==> config.mk <==
export PLATFORM = sky130hd
export DESIGN_NAME = hex_pattern_decoder
export DESIGN_NICKNAME = d
export VERILOG_FILES = /design/src/rtl/hex_pattern_decoder.sv
export SDC_FILE = /design/constraint.sdc
export NUM_CORES = 1
export LEC_CHECK = 0
export ABC_AREA = 0
export ABC_CLOCK_PERIOD_IN_PS = 7000
export CAP_MARGIN = 20
export CORE_ASPECT_RATIO = 1.25
export CORE_MARGIN = 3
export CORE_UTILIZATION = 55
export CTS_CLUSTER_DIAMETER = 60
export DETAILED_ROUTE_END_ITERATION = 8
export GPL_TIMING_DRIVEN = 0
export PLACE_DENSITY_LB_ADDON = 0.1
export SLEW_MARGIN = 20
export SYNTH_ARGS = -nofsm -noshare
export SYNTH_HDL_FRONTEND = slang
export SYNTH_SLANG_ARGS = --single-unit
==> constraint.sdc <==
create_clock -name CLOCK_50 -period 7 [get_ports CLOCK_50]
set_input_delay 2.1 -clock CLOCK_50 [delete_from_list [all_inputs] [get_ports CLOCK_50]]
set_output_delay 2.1 -clock CLOCK_50 [all_outputs]
set_load 0.05 [all_outputs]
==> src/rtl/hex_pattern_decoder.sv <==
// rtl/hex_pattern_decoder.sv - snapshots six 7-segment patterns and streams decoded digits
module hex_pattern_decoder #(
    parameter bit SKIP_BLANK = 1'b0
) (
    input  logic       CLOCK_50,
    input  logic       RESET_N,
    input  logic       START,
    input  logic [7:0] HEX0,
    input  logic [7:0] HEX1,
    input  logic [7:0] HEX2,
    input  logic [7:0] HEX3,
    input  logic [7:0] HEX4,
    input  logic [7:0] HEX5,
    output logic       BUSY,
    output logic       OUT_VALID,
    input  logic       OUT_READY,
    output logic [2:0] OUT_INDEX,
    output logic [3:0] OUT_DIGIT,
    output logic       OUT_DP,
    output logic       OUT_BLANK,
    output logic       OUT_ERR,
    output logic       DONE,
    output logic [2:0] ERR_COUNT
);

    typedef enum logic [1:0] {
        S_IDLE,
        S_DECODE,
        S_FIN
    } state_t;

    state_t     state_q, state_d;
    logic [7:0] hex_live [6];
    logic [7:0] cap_q [6];
    logic [7:0] cap_d [6];
    logic [2:0] idx_q, idx_d;
    logic       valid_q, valid_d;
    logic [3:0] digit_q, digit_d;
    logic       dp_q, dp_d;
    logic       blank_q, blank_d;
    logic       err_q, err_d;
    logic [2:0] errcnt_q, errcnt_d;

    logic       capture;
    logic       load;
    logic       finish;
    logic [7:0] sel_pat;
    logic [6:0] seg;
    logic [3:0] dec_digit;
    logic       dec_blank;
    logic       dec_err;

    assign hex_live[0] = HEX0;
    assign hex_live[1] = HEX1;
    assign hex_live[2] = HEX2;
    assign hex_live[3] = HEX3;
    assign hex_live[4] = HEX4;
    assign hex_live[5] = HEX5;

    always_comb begin
        state_d = state_q;
        idx_d   = idx_q;
        capture = 1'b0;
        load    = 1'b0;
        finish  = 1'b0;
        case (state_q)
            S_IDLE: begin
                if (START) begin
                    capture = 1'b1;
                    load    = 1'b1;
                    idx_d   = 3'd0;
                    state_d = S_DECODE;
                end
            end
            S_DECODE: begin
                // a skipped blank (valid low) advances unconditionally
                if (!valid_q || OUT_READY) begin
                    if (idx_q == 3'd5) begin
                        finish  = 1'b1;
                        state_d = S_FIN;
                    end else begin
                        idx_d = idx_q + 3'd1;
                        load  = 1'b1;
                    end
                end
            end
            S_FIN:   state_d = S_IDLE;
            default: state_d = S_IDLE;
        endcase
    end

    // The decoder looks at next-cycle data so the beat can be registered with no extra latency.
    always_comb begin
        for (int i = 0; i < 6; i++) begin
            cap_d[i] = capture ? hex_live[i] : cap_q[i];
        end
        case (idx_d)
            3'd1:    sel_pat = cap_d[1];
            3'd2:    sel_pat = cap_d[2];
            3'd3:    sel_pat = cap_d[3];
            3'd4:    sel_pat = cap_d[4];
            3'd5:    sel_pat = cap_d[5];
            default: sel_pat = cap_d[0];
        endcase
    end

    // segment a in the MSB so the literals below read in a..g order
    assign seg = {sel_pat[0], sel_pat[1], sel_pat[2], sel_pat[3],
                  sel_pat[4], sel_pat[5], sel_pat[6]};

    always_comb begin
        dec_digit = 4'h0;
        dec_blank = 1'b0;
        dec_err   = 1'b0;
        case (seg)
            7'b0000001: dec_digit = 4'h0;
            7'b1001111: dec_digit = 4'h1;
            7'b0010010: dec_digit = 4'h2;
            7'b0000110: dec_digit = 4'h3;
            7'b1001100: dec_digit = 4'h4;
            7'b0100100: dec_digit = 4'h5;
            7'b0100000: dec_digit = 4'h6;
            7'b0001111: dec_digit = 4'h7;
            7'b0000000: dec_digit = 4'h8;
            7'b0000100: dec_digit = 4'h9;
            7'b0001000: dec_digit = 4'hA;
            7'b1100000: dec_digit = 4'hB;
            7'b0110001: dec_digit = 4'hC;
            7'b1000010: dec_digit = 4'hD;
            7'b0110000: dec_digit = 4'hE;
            7'b0111000: dec_digit = 4'hF;
            7'b1111111: dec_blank = 1'b1;
            default:    dec_err   = 1'b1;
        endcase
    end

    always_comb begin
        valid_d  = valid_q;
        digit_d  = digit_q;
        dp_d     = dp_q;
        blank_d  = blank_q;
        err_d    = err_q;
        errcnt_d = errcnt_q;
        if (load) begin
            valid_d  = !(SKIP_BLANK && dec_blank);
            digit_d  = dec_digit;
            dp_d     = ~sel_pat[7];
            blank_d  = dec_blank;
            err_d    = dec_err;
            errcnt_d = (capture ? 3'd0 : errcnt_q) + {2'b00, dec_err};
        end else if (finish) begin
            valid_d = 1'b0;
        end
    end

    always_ff @(posedge CLOCK_50 or negedge RESET_N) begin
        if (!RESET_N) begin
            state_q  <= S_IDLE;
            idx_q    <= 3'd0;
            valid_q  <= 1'b0;
            digit_q  <= 4'h0;
            dp_q     <= 1'b0;
            blank_q  <= 1'b0;
            err_q    <= 1'b0;
            errcnt_q <= 3'd0;
            for (int i = 0; i < 6; i++) begin
                cap_q[i] <= 8'h00;
            end
        end else begin
            state_q  <= state_d;
            idx_q    <= idx_d;
            valid_q  <= valid_d;
            digit_q  <= digit_d;
            dp_q     <= dp_d;
            blank_q  <= blank_d;
            err_q    <= err_d;
            errcnt_q <= errcnt_d;
            for (int i = 0; i < 6; i++) begin
                cap_q[i] <= cap_d[i];
            end
        end
    end

    assign BUSY      = (state_q != S_IDLE);
    assign DONE      = (state_q == S_FIN);
    assign OUT_VALID = valid_q;
    assign OUT_INDEX = idx_q;
    assign OUT_DIGIT = digit_q;
    assign OUT_DP    = dp_q;
    assign OUT_BLANK = blank_q;
    assign OUT_ERR   = err_q;
    assign ERR_COUNT = errcnt_q;

endmodule

======== Word level (Yosys, flattened, before mapping) ========
Cells that the tools add are included.
cells by class
  add/sub/neg operators ................... 2
  equal/unequal tests ..................... 27
  mux-type cells .......................... 29
  bitwise gates (word level) .............. 1
  reduce and logical (&&, ||, !) cells .... 8
operators with widths
  cell                 number
  $pmux 4 s15          1
  $mux 8               6
  $pmux 8 s5           1
  $eq 7x6->1 const B   5
  $eq 7x7->1 const B   5
  $reduce_or 17->1     1
  $eq 7x3->1 const B   2
  $eq 7x4->1 const B   2
  $mux 3               4
  $mux 1               11
  $eq 3x3->1 const B   3
  $eq 7x1->1 const B   1
  $eq 7x5->1 const B   1
  $logic_not 7->1      1
  $eq 3x2->1 const B   2
  $mux 2               3
  $ne 2x2->1 const B   3
  $pmux 3 s2           1
  $pmux 2 s2           1
  $reduce_bool 2->1    2
  $add 3x1->3          1
  $add 3x1->3 const B  1
  $eq 3x1->1 const B   1
  $reduce_and 3->1     1
  7 further kinds      7
storage, ports and cells
  register bits ........................... 64
  input port bits ......................... 52
  output and inout port bits .............. 16
  word-level logic and storage cells ...... 81

======== Longest topological paths before layout ========
Gate-level depths: netlist of the first run.
  depth in word-level cells ............... 10
  gate-level depth with buffers ........... 20

======== Least setup slack after synthesis of the first run ========
OpenSTA, ideal clock, no wires.
  kind .................................... input to register
  start ................................... input port OUT_READY
  end ..................................... register errcnt_q[2], in the netlist ERR_COUNT[2]
  arrival ................................. 5.112 ns
  required time ........................... 6.879 ns
  slack ................................... 1.768 ns
  stages .................................. 15
  buffers on the path ..................... 1
  cell sequence ........................... nand2b_1 buf_2 nand3_1 mux2_2 a222oi_1 o21ai_0 a221o_1 or4_1 o22ai_1 a211o_1 nor3_1 ha_1 ha_1 o22ai_1 nor2_1
between the ends
  cells in the longest elaborated chain, start to end .. 9
  elaborated cells on any way between the ends .. 31
  those cells by class .................... 1 x add/sub; 21 x eq/ne; 6 x mux; 3 x reduce/logical
RTL lines
  what                                      RTL line  RTL
  start, declared                           16        input logic OUT_READY,
  $logic_or 1x1->1 (*)                      77        if (!valid_q || OUT_READY) begin
  $mux 3 (*)                                77
  $pmux 3 s2 (*)                            66        case (state_q)
  $eq 3x3->1, or another cell as far along  97        case (idx_d)
  $pmux 8 s5 (*)                            97
  $eq 7x7->1, or another cell as far along  115       case (seg)
  $reduce_or 17->1 (no source line) (*)     n/a
  $mux 1 (*)                                115
  net dec_err                               51        logic dec_err;
  $add 3x1->3 (*)                           150       errcnt_d = (capture ? 3'd0 : errcnt_q) + {2'b00, dec_err};
  end signal, assigned                      177       errcnt_q <= errcnt_d;
  end, declared                             42        logic [2:0] errcnt_q, errcnt_d;
Mark *: on every way through the listed nets, which the timed path passes. The rest lies on a longest branch.
A chain may end at the register's enable or synchronous reset.

======== Worst setup path after layout of the first run ========
Ends and elaborated chain as after synthesis.

==> impl_metrics.toml, run 1 <==
[drt]
firstDrtPassIters = 5
wire_per_inst_um = 17.2
drc = 0
ant_nets = 0
vias = 3347
wl_um = 9790
drtIter0Drc = 207
avgViaCountPerCell = 5.88

[die]
die_w_um = 78.8
die_h_um = 97.0
initial_core_util_pct = 58.0
core_mm2 = 0.00629
pin_count = 68
rows = 32
die-area_mm2 = 0.00765

[worst_hold_path]
hold_path.class = "reg2reg"

[yosys]
synth_edf_count = 0
synthTopCellsByArea = "dfrtp_1, nand2_1, mux2i_1"
synth-seq-cells = 64
synth_commonest_cells = "nand2_1, dfrtp_1, inv_1, nor2_1, mux2i_1"
synth.distinct_cells = 71
yosysMostFrequentCell = "nand2_1"
ys_async_sr_fraction_pct = 100
avgSynthCellArea_um2 = 9.07
synth_area_mm2 = 0.00364
synth_ff_type = "dfrtp_1"
yosys_warnings = 0
synth_top_area_share_pct = 43.9
seq_area_frac_synth_pct = 43.9
synth_nets = 458
syn-instance-count = 402
yosys.area.top_type = "dfrtp_1"

[global_routing]
grt_max_degree = 49
grt_remaining_overflow = 0
antenna_found_initial = 0
grt_most_used_layer = "met2"
grt_pass1_vias = 3381
grt_use_met2_pct = 44.8
grt_use_met3_pct = 6.24
grtUsageMet1_pct = 33.9
grt_util_all_layers_pct = 26.9
grt_pass1_wl_um = 16300

[sta]
period_share_pct = 90.7
grt_setup_unrepaired = "no"
worst_pin_slew_ns = 0.953
finalHoldViolations = 0
tns_ns = 0
period_needed_ns = 6.35
relSlewSlack_pct = 36.4
finalSetupViolCount = 0
fmax_ghz = 0.158
fin_skew_ns = 0.00775
slew_violations = 0

[layout]
post_layout_nonfiller_instances = 569
final_layout_size_suffix_gt1_share_pct = 11.0
layout.nets = 537
n_antenna_cell = 0
area_delta_synth_final_pct = 26.4

[cts]
clockBufferDepth = 2
clk_pin_slew_ns = 0.06
ctsHoldBuffers = 0
ctsHtreeMaxLevel = 3
cts.sink_count = 64
cts_tree = "done"
cts_buffers = 9
cts-root-buf = "clkbuf_8"
clock_latency_ns = 0.34
cts_resized = 0
postCtsSetupRepairBufs = 0

[setup_path]
worst-r2r-setup-slack_ns = 2.27
start_kind = "input port"
cpMaxStageDelayCell = "o32ai_1"
path_class = "in2reg"
cpPeakStageDelay_ns = 0.69
crit_fanout = 10
arrival_ns = 6.57
path_cells = "clkdlybuf4s50_1 -> nand2b_1 -> buf_2 -> a31oi_1 -> a32oi_1 -> o32ai_1 -> nand2_1 -> or4_1 -> o22ai_1 -> a211o_1 -> nor3_1 -> ha_1 -> ha_1 -> o22ai_1 -> nor2_1"
crit_required_ns = 7.23
cp-end-kind = "flip-flop"

[placed_design]
place_hpwl_um = 7340
place_inst = 555
gp_congestion = 0.870
port_buffers = 67

[job]
max_cap_viol_count = 0

[run_status]
outcome = "completed"
-- cell families after synthesis --
kind of cell | Yosys count | synth area share (%)
AO/OA/AOI/OAI | 82 | 17.4
XOR/XNOR | 2 | 0.481
adder cells (fa/ha/maj) | 4 | 1.37
buffers and inverters | 44 | 5.84
flip-flops | 64 | 43.9
multiplexers | 26 | 7.55
AND/OR/NAND/NOR | 180 | 23.4
-- per-stage QoR --
step                      instance area [µm²]  setup slack [ns]  util [%]  hold WS (ns)
after floorplan                          3640              1.77         -         0.434
final                                    4610             0.653      73.3         0.469
after CTS                                4610             0.789      73.3         0.468
after global placement                   4420             0.523      70.3         0.451
after global routing                     4610             0.476      73.3         0.491
after detailed placement                 4450             0.437      70.8         0.453
-- layer usage --
| metal | up-vias | wire (µm) |
|---|---|---|
| li1 | 1574 | - |
| met1 | 1609 | 4010 |
| met2 | 135 | 4850 |
| met3 | 29 | 650 |
| met4 | 0 | 286 |
| met5 | - | 0 |
-- cells in the final DEF, fill, tap and decap left out, types with 3 or more instances in the layout --
cell type and n:
inv_1 20, o22ai_1 4, clkdlybuf4s50_1 66, nor2b_1 3
nand2_1 103, buf_2 8, buf_4 4, o21a_1 7
dfrtp_1 64, o32ai_1 6, or4_1 3, a21oi_1 12
clkbuf_8 10, clkbuf_1 9, nor3_1 10, and4_1 3
nand2b_1 3, ha_1 4, a32o_1 5, mux2_2 6
a31oi_1 5, o21ai_0 11, and2_1 5, mux2i_1 17
nor2_1 20, nand4_1 4, buf_6 3, nand3_1 9
-- cell type report --
class	instances	area, µm²
multi-input combinational	294	1840
fill	535	1680
sequential	64	1600
timing repair buffer	68	696
clock buffer	13	149
buffer	21	126
tap	85	106
inverter	23	86.3
clock inverter	1	5.00
-- worst max-delay path: cells and delay by family --
family          cells  cell delay, ns
simple gates        5            1.21
compound gates      6            2.25
fa+ha+maj           2            0.40
buf+inv             2            0.60
-- sequential cells by signal (all words and copies together) (netlist names), 2 cells and up --
register   flops
ERR_COUNT      3
OUT_DIGIT      4
OUT_INDEX      3
cap_q         48
state_q        2
-- final timing paths --
kind                                         from  depth (start not counted)                  endpoint
max                                     OUT_READY                         15  ERR_COUNT[2]$_DFFE_PN0P_
min                           cap_q[23]$_DFF_PN0_                          2       cap_q[23]$_DFF_PN0_
max reg2reg                OUT_INDEX[1]$_DFF_PN0_                         15  ERR_COUNT[2]$_DFFE_PN0P_
min reg2reg                   cap_q[23]$_DFF_PN0_                          2       cap_q[23]$_DFF_PN0_
max in group asynchronous                 RESET_N                          2       OUT_ERR$_DFFE_PN0P_
min in group asynchronous                 RESET_N                          1        cap_q[8]$_DFF_PN0_
Power of run 1 is not shown: default switching activity piles up to over one toggle a cycle in this logic, so the estimate is an artifact.
==> run 2, diff against run 1 <==
--- a/config.mk
+++ b/config.mk
@@ -14,6 +14,7 @@
 export CTS_CLUSTER_DIAMETER = 60
 export DETAILED_ROUTE_END_ITERATION = 8
 export GPL_TIMING_DRIVEN = 0
+export MAX_ROUTING_LAYER = met4
 export PLACE_DENSITY_LB_ADDON = 0.1
 export SLEW_MARGIN = 20
 export SYNTH_ARGS = -nofsm -noshare
==> impl_metrics.toml, run 2 (synthesis gave the netlist of run 1 again) <==
[worst_hold_path]
hold_path.class = "reg2reg"
min_from = "cap_q[34]$_DFF_PN0_"
hold_depth = 2
holdPathEnd = "cap_q[34]$_DFF_PN0_"

[cts]
cts_buffers = 9
postCtsSetupRepairBufs = 0
ctsHoldBuffers = 0
cts-root-buf = "clkbuf_8"
cts_resized = 0
clock_latency_ns = 0.35
clk_pin_slew_ns = 0.07
ctsHtreeMaxLevel = 3
clockBufferDepth = 2
cts_tree = "done"
cts.sink_count = 64

[layout]
final_layout_size_suffix_gt1_share_pct = 11.5
n_antenna_cell = 0
post_layout_nonfiller_instances = 570
layout_common_cells = "nand2_1, clkdlybuf4s50_1, dfrtp_1"
area_delta_synth_final_pct = 26.9
layout.nets = 537
largest_reg_flops = 48
top_register = "cap_q"
layout_commonest_cell = "nand2_1"

[setup_path]
path_class = "in2reg"
r2r.worst_path.cells = 16
start_kind = "input port"
crit_fanout = 10
crit_required_ns = 7.28
cp-end-kind = "flip-flop"
timing.rr.end = "ERR_COUNT[2]$_DFFE_PN0P_"
reg2reg_from = "OUT_INDEX[1]$_DFF_PN0_"
worst-r2r-setup-slack_ns = 2.36
arrival_ns = 6.57

[sta]
worst_pin_slew_ns = 0.971
tns_ns = 0
fmax_ghz = 0.159
setup_ws_ns = 0.705
finalHoldViolations = 0
period_share_pct = 89.9
relSlewSlack_pct = 35.3
grt_setup_unrepaired = "no"
fin_skew_ns = 0.00984
slew_violations = 0
period_needed_ns = 6.29
finalSetupViolCount = 0

[placed_design]
pre_cts_ws_ns = 0.431
port_buffers = 67
place_hpwl_um = 7320
place_inst = 555
gp_congestion = 0.876

[global_routing]
grt_max_degree = 49
grt_util_all_layers_pct = 27.6
grt_pass1_wl_um = 16100
antenna_found_initial = 0
grt_remaining_overflow = 0
grt_pass1_vias = 3328

[run_status]
outcome = "completed"

[die]
die_h_um = 97.0
core_mm2 = 0.00629
die-area_mm2 = 0.00765
pin_count = 68
die_w_um = 78.8
initial_core_util_pct = 58.0
rows = 32

[drt]
drc = 0
firstDrtPassIters = 4
ant_nets = 0
wire_per_inst_um = 17.4
drtIter0Drc = 215
vias = 3296
avgViaCountPerCell = 5.78
wl_um = 9900

[job]
max_cap_viol_count = 0
-- run 2: cell types whose count changed in the layout (fill, tap and decap cells not counted), sizes merged --
cell | before | now
clkinvlp | 0 | 1
clkinv | 2 | 3
clkbuf | 20 | 19
-- run 2: how the worst max path moves through the flow --
stage          startpoint  slack, ns                       end
3_5_place_dp    OUT_READY       0.43  ERR_COUNT[2]$_DFFE_PN0P_
3_3_place_gp    OUT_READY       0.47  ERR_COUNT[2]$_DFFE_PN0P_
5_1_grt         OUT_READY       0.48  ERR_COUNT[2]$_DFFE_PN0P_
6_report        OUT_READY       0.71  ERR_COUNT[2]$_DFFE_PN0P_
2_1_floorplan   OUT_READY       1.77  ERR_COUNT[2]$_DFFE_PN0P_
4_1_cts         OUT_READY       0.74  ERR_COUNT[2]$_DFFE_PN0P_
-- run 2: layer usage --
| layer | GRT usage (%) | vias up | part of all wire (%) |
|---|---|---|---|
| met4 | 11.6 | 0 | 2.8 |
| met5 | - | - | 0 |
| met3 | 5.03 | 28 | 4.7 |
| met2 | 44.1 | 107 | 50 |
| li1 | - | 1579 | - |
| met1 | 34.4 | 1582 | 42 |
-- run 2: cell type report --
cell class              count  area [µm²]
plain buffers              21         126
flip-flops and latches     64        1600
clock inverters             3        17.5
fillers                   502        1660
inverters                  23        86.3
multi-input cells         294        1840
well taps                  85         106
clock buffers              12         155
repair buffers             68         696
-- run 2: critical path, cell delays in order --
cell and delay [ns]:
clkdlybuf4s50_1 0.41, nand2b_1 0.18, buf_2 0.19, a31oi_1 0.47, a32oi_1 0.47, o32ai_1 0.66, nand2_1 0.29, or4_1 0.57
o22ai_1 0.26, a211o_1 0.19, nor3_1 0.07, ha_1 0.21, ha_1 0.21, nand3_1 0.09, o22ai_1 0.07, nor2_1 0.12
-- run 2: stage by stage --
step           cell area [µm²]  hold WS (ns)  util [%]
5_1_grt                   4620         0.492      73.6
3_3_place_gp              4420         0.450      70.3
3_5_place_dp              4450         0.455      70.8
2_1_floorplan             3640         0.434         -
4_1_cts                   4620         0.473      73.6
6_report                  4620         0.473      73.6
Power of run 2 is left out for the same reason.
==> run 3, diff against run 2 <==
--- a/config.mk
+++ b/config.mk
@@ -10,12 +10,14 @@
 export CAP_MARGIN = 20
 export CORE_ASPECT_RATIO = 1.25
 export CORE_MARGIN = 3
-export CORE_UTILIZATION = 55
+export CORE_UTILIZATION = 52
+export CTS_BUF_LIST = sky130_fd_sc_hd__clkbuf_2 sky130_fd_sc_hd__clkbuf_4 sky130_fd_sc_hd__clkbuf_8
 export CTS_CLUSTER_DIAMETER = 60
 export DETAILED_ROUTE_END_ITERATION = 8
 export GPL_TIMING_DRIVEN = 0
 export MAX_ROUTING_LAYER = met4
 export PLACE_DENSITY_LB_ADDON = 0.1
+export SETUP_SLACK_MARGIN = 0.02
 export SLEW_MARGIN = 20
 export SYNTH_ARGS = -nofsm -noshare
 export SYNTH_HDL_FRONTEND = slang
==> impl_metrics.toml, run 3 (synthesis gave the netlist of run 1 again) <==
[layout]
top_register = "cap_q"
finalInstanceArea_mm2 = 0.00464
largest_reg_flops = 48
area_delta_synth_final_pct = 27.3
final_layout_size_suffix_gt1_share_pct = 11.8
n_antenna_cell = 0
fin_util_pct = 69.3
layout_common_cells = "nand2_1, clkdlybuf4s50_1, dfrtp_1"
layout.nets = 537
layout_commonest_cell = "nand2_1"

[drt]
firstDrtPassIters = 4
drtIter0Drc = 259
ant_nets = 0
wl_um = 9990
avgViaCountPerCell = 5.66
drc = 0
vias = 3240
wire_per_inst_um = 17.5

[cts]
clock_latency_ns = 0.35
cts_buffers = 9
cts.sink_count = 64
clk_pin_slew_ns = 0.07
ctsHoldBuffers = 0
ctsHtreeMaxLevel = 3
cts_resized = 0
postCtsSetupRepairBufs = 0
cts_tree = "done"
clockBufferDepth = 2
cts-root-buf = "clkbuf_8"

[run_status]
outcome = "completed"

[die]
core_mm2 = 0.00669
pin_count = 68
die_h_um = 99.6
die_w_um = 80.9
initial_core_util_pct = 54.5
rows = 33
die-area_mm2 = 0.00806

[setup_path]
cpPeakStageDelay_ns = 0.74
r2r.worst_path.cells = 15
crit_fanout = 10
reg2reg_from = "OUT_INDEX[1]$_DFF_PN0_"
path_class = "in2reg"
arrival_ns = 6.64
cpMaxStageDelayCell = "o32ai_1"
path_cells = "clkdlybuf4s50_1 -> nand2b_1 -> buf_2 -> a31oi_1 -> a32oi_1 -> o32ai_1 -> nand2_1 -> or4_1 -> o22ai_1 -> a211o_1 -> nor3_1 -> ha_1 -> ha_1 -> o22ai_1 -> nor2_1"
timing.rr.end = "ERR_COUNT[2]$_DFFE_PN0P_"
worst-r2r-setup-slack_ns = 2.20
start_kind = "input port"
crit_required_ns = 7.24
cp-end-kind = "flip-flop"
critPathLaunch = "OUT_READY"
cp-endpoint = "ERR_COUNT[2]$_DFFE_PN0P_"

[sta]
period_needed_ns = 6.41
setup_ws_ns = 0.594
grt_setup_unrepaired = "no"
worst_pin_slew_ns = 0.935
tns_ns = 0
fin_skew_ns = 0.0120
fmax_ghz = 0.156
relSlewSlack_pct = 37.7
period_share_pct = 91.5
finalHoldViolations = 0
finalSetupViolCount = 0
slew_violations = 0

[global_routing]
grt_util_all_layers_pct = 26.9
grt_use_met2_pct = 45.0
grtUsageMet1_pct = 32.2
grt_pass1_wl_um = 16000
grt_max_degree = 43
grt_remaining_overflow = 0
grt_pass1_vias = 3298
grt_use_met3_pct = 5.43
antenna_found_initial = 0
grt_most_used_layer = "met2"

[placed_design]
pre_cts_ws_ns = 0.458
place_hpwl_um = 7500
port_buffers = 67
placed_area_mm2 = 0.00445
gp_congestion = 0.872

[job]
max_cap_viol_count = 0

[worst_hold_path]
hold_path.class = "reg2reg"
## run 3: how the worst min path moves through the flow
stage | slack [ns] | to | depth (start not counted) | start
after floorplan | 0.43 | cap_q[2]$_DFF_PN0_ | 2 | cap_q[2]$_DFF_PN0_
after global placement | 0.45 | cap_q[15]$_DFF_PN0_ | 2 | cap_q[15]$_DFF_PN0_
after detailed placement | 0.45 | cap_q[25]$_DFF_PN0_ | 2 | cap_q[25]$_DFF_PN0_
after CTS | 0.47 | cap_q[25]$_DFF_PN0_ | 2 | cap_q[25]$_DFF_PN0_
after global routing | 0.49 | cap_q[35]$_DFF_PN0_ | 2 | cap_q[35]$_DFF_PN0_
final | 0.47 | cap_q[23]$_DFF_PN0_ | 2 | cap_q[23]$_DFF_PN0_
## run 3: through the flow
| stage | instances | hold WS, ns |
|---|---|---|
| after global routing | 572 | 0.486 |
| after detailed placement | 557 | 0.453 |
| after CTS | 572 | 0.469 |
| after global placement | 556 | 0.452 |
| final | 572 | 0.471 |
| after floorplan | 402 | 0.434 |
## run 3: critical path, delay by kind of cell
family / cells / cell delay [ns]
buf+inv: 2 / 0.61
simple gates: 5 / 1.26
compound gates: 6 / 2.26
fa+ha+maj: 2 / 0.42
## run 3: per-layer routing
| metal | wire length [µm] | vias up |
|---|---|---|
| met4 | 215 | 0 |
| met5 | 0 | - |
| met2 | 5150 | 71 |
| li1 | - | 1575 |
| met1 | 4240 | 1572 |
| met3 | 392 | 22 |
## run 3: cell type report
class / count / area [µm²]
inverter: 23 / 86.3
sequential: 64 / 1600
multi-input combinational: 294 / 1840
timing repair buffer: 68 / 688
tap: 87 / 109
buffer: 21 / 126
clock buffer: 13 / 179
clock inverter: 2 / 12.5
fill: 542 / 2050
Power of run 3 is left out for the same reason.
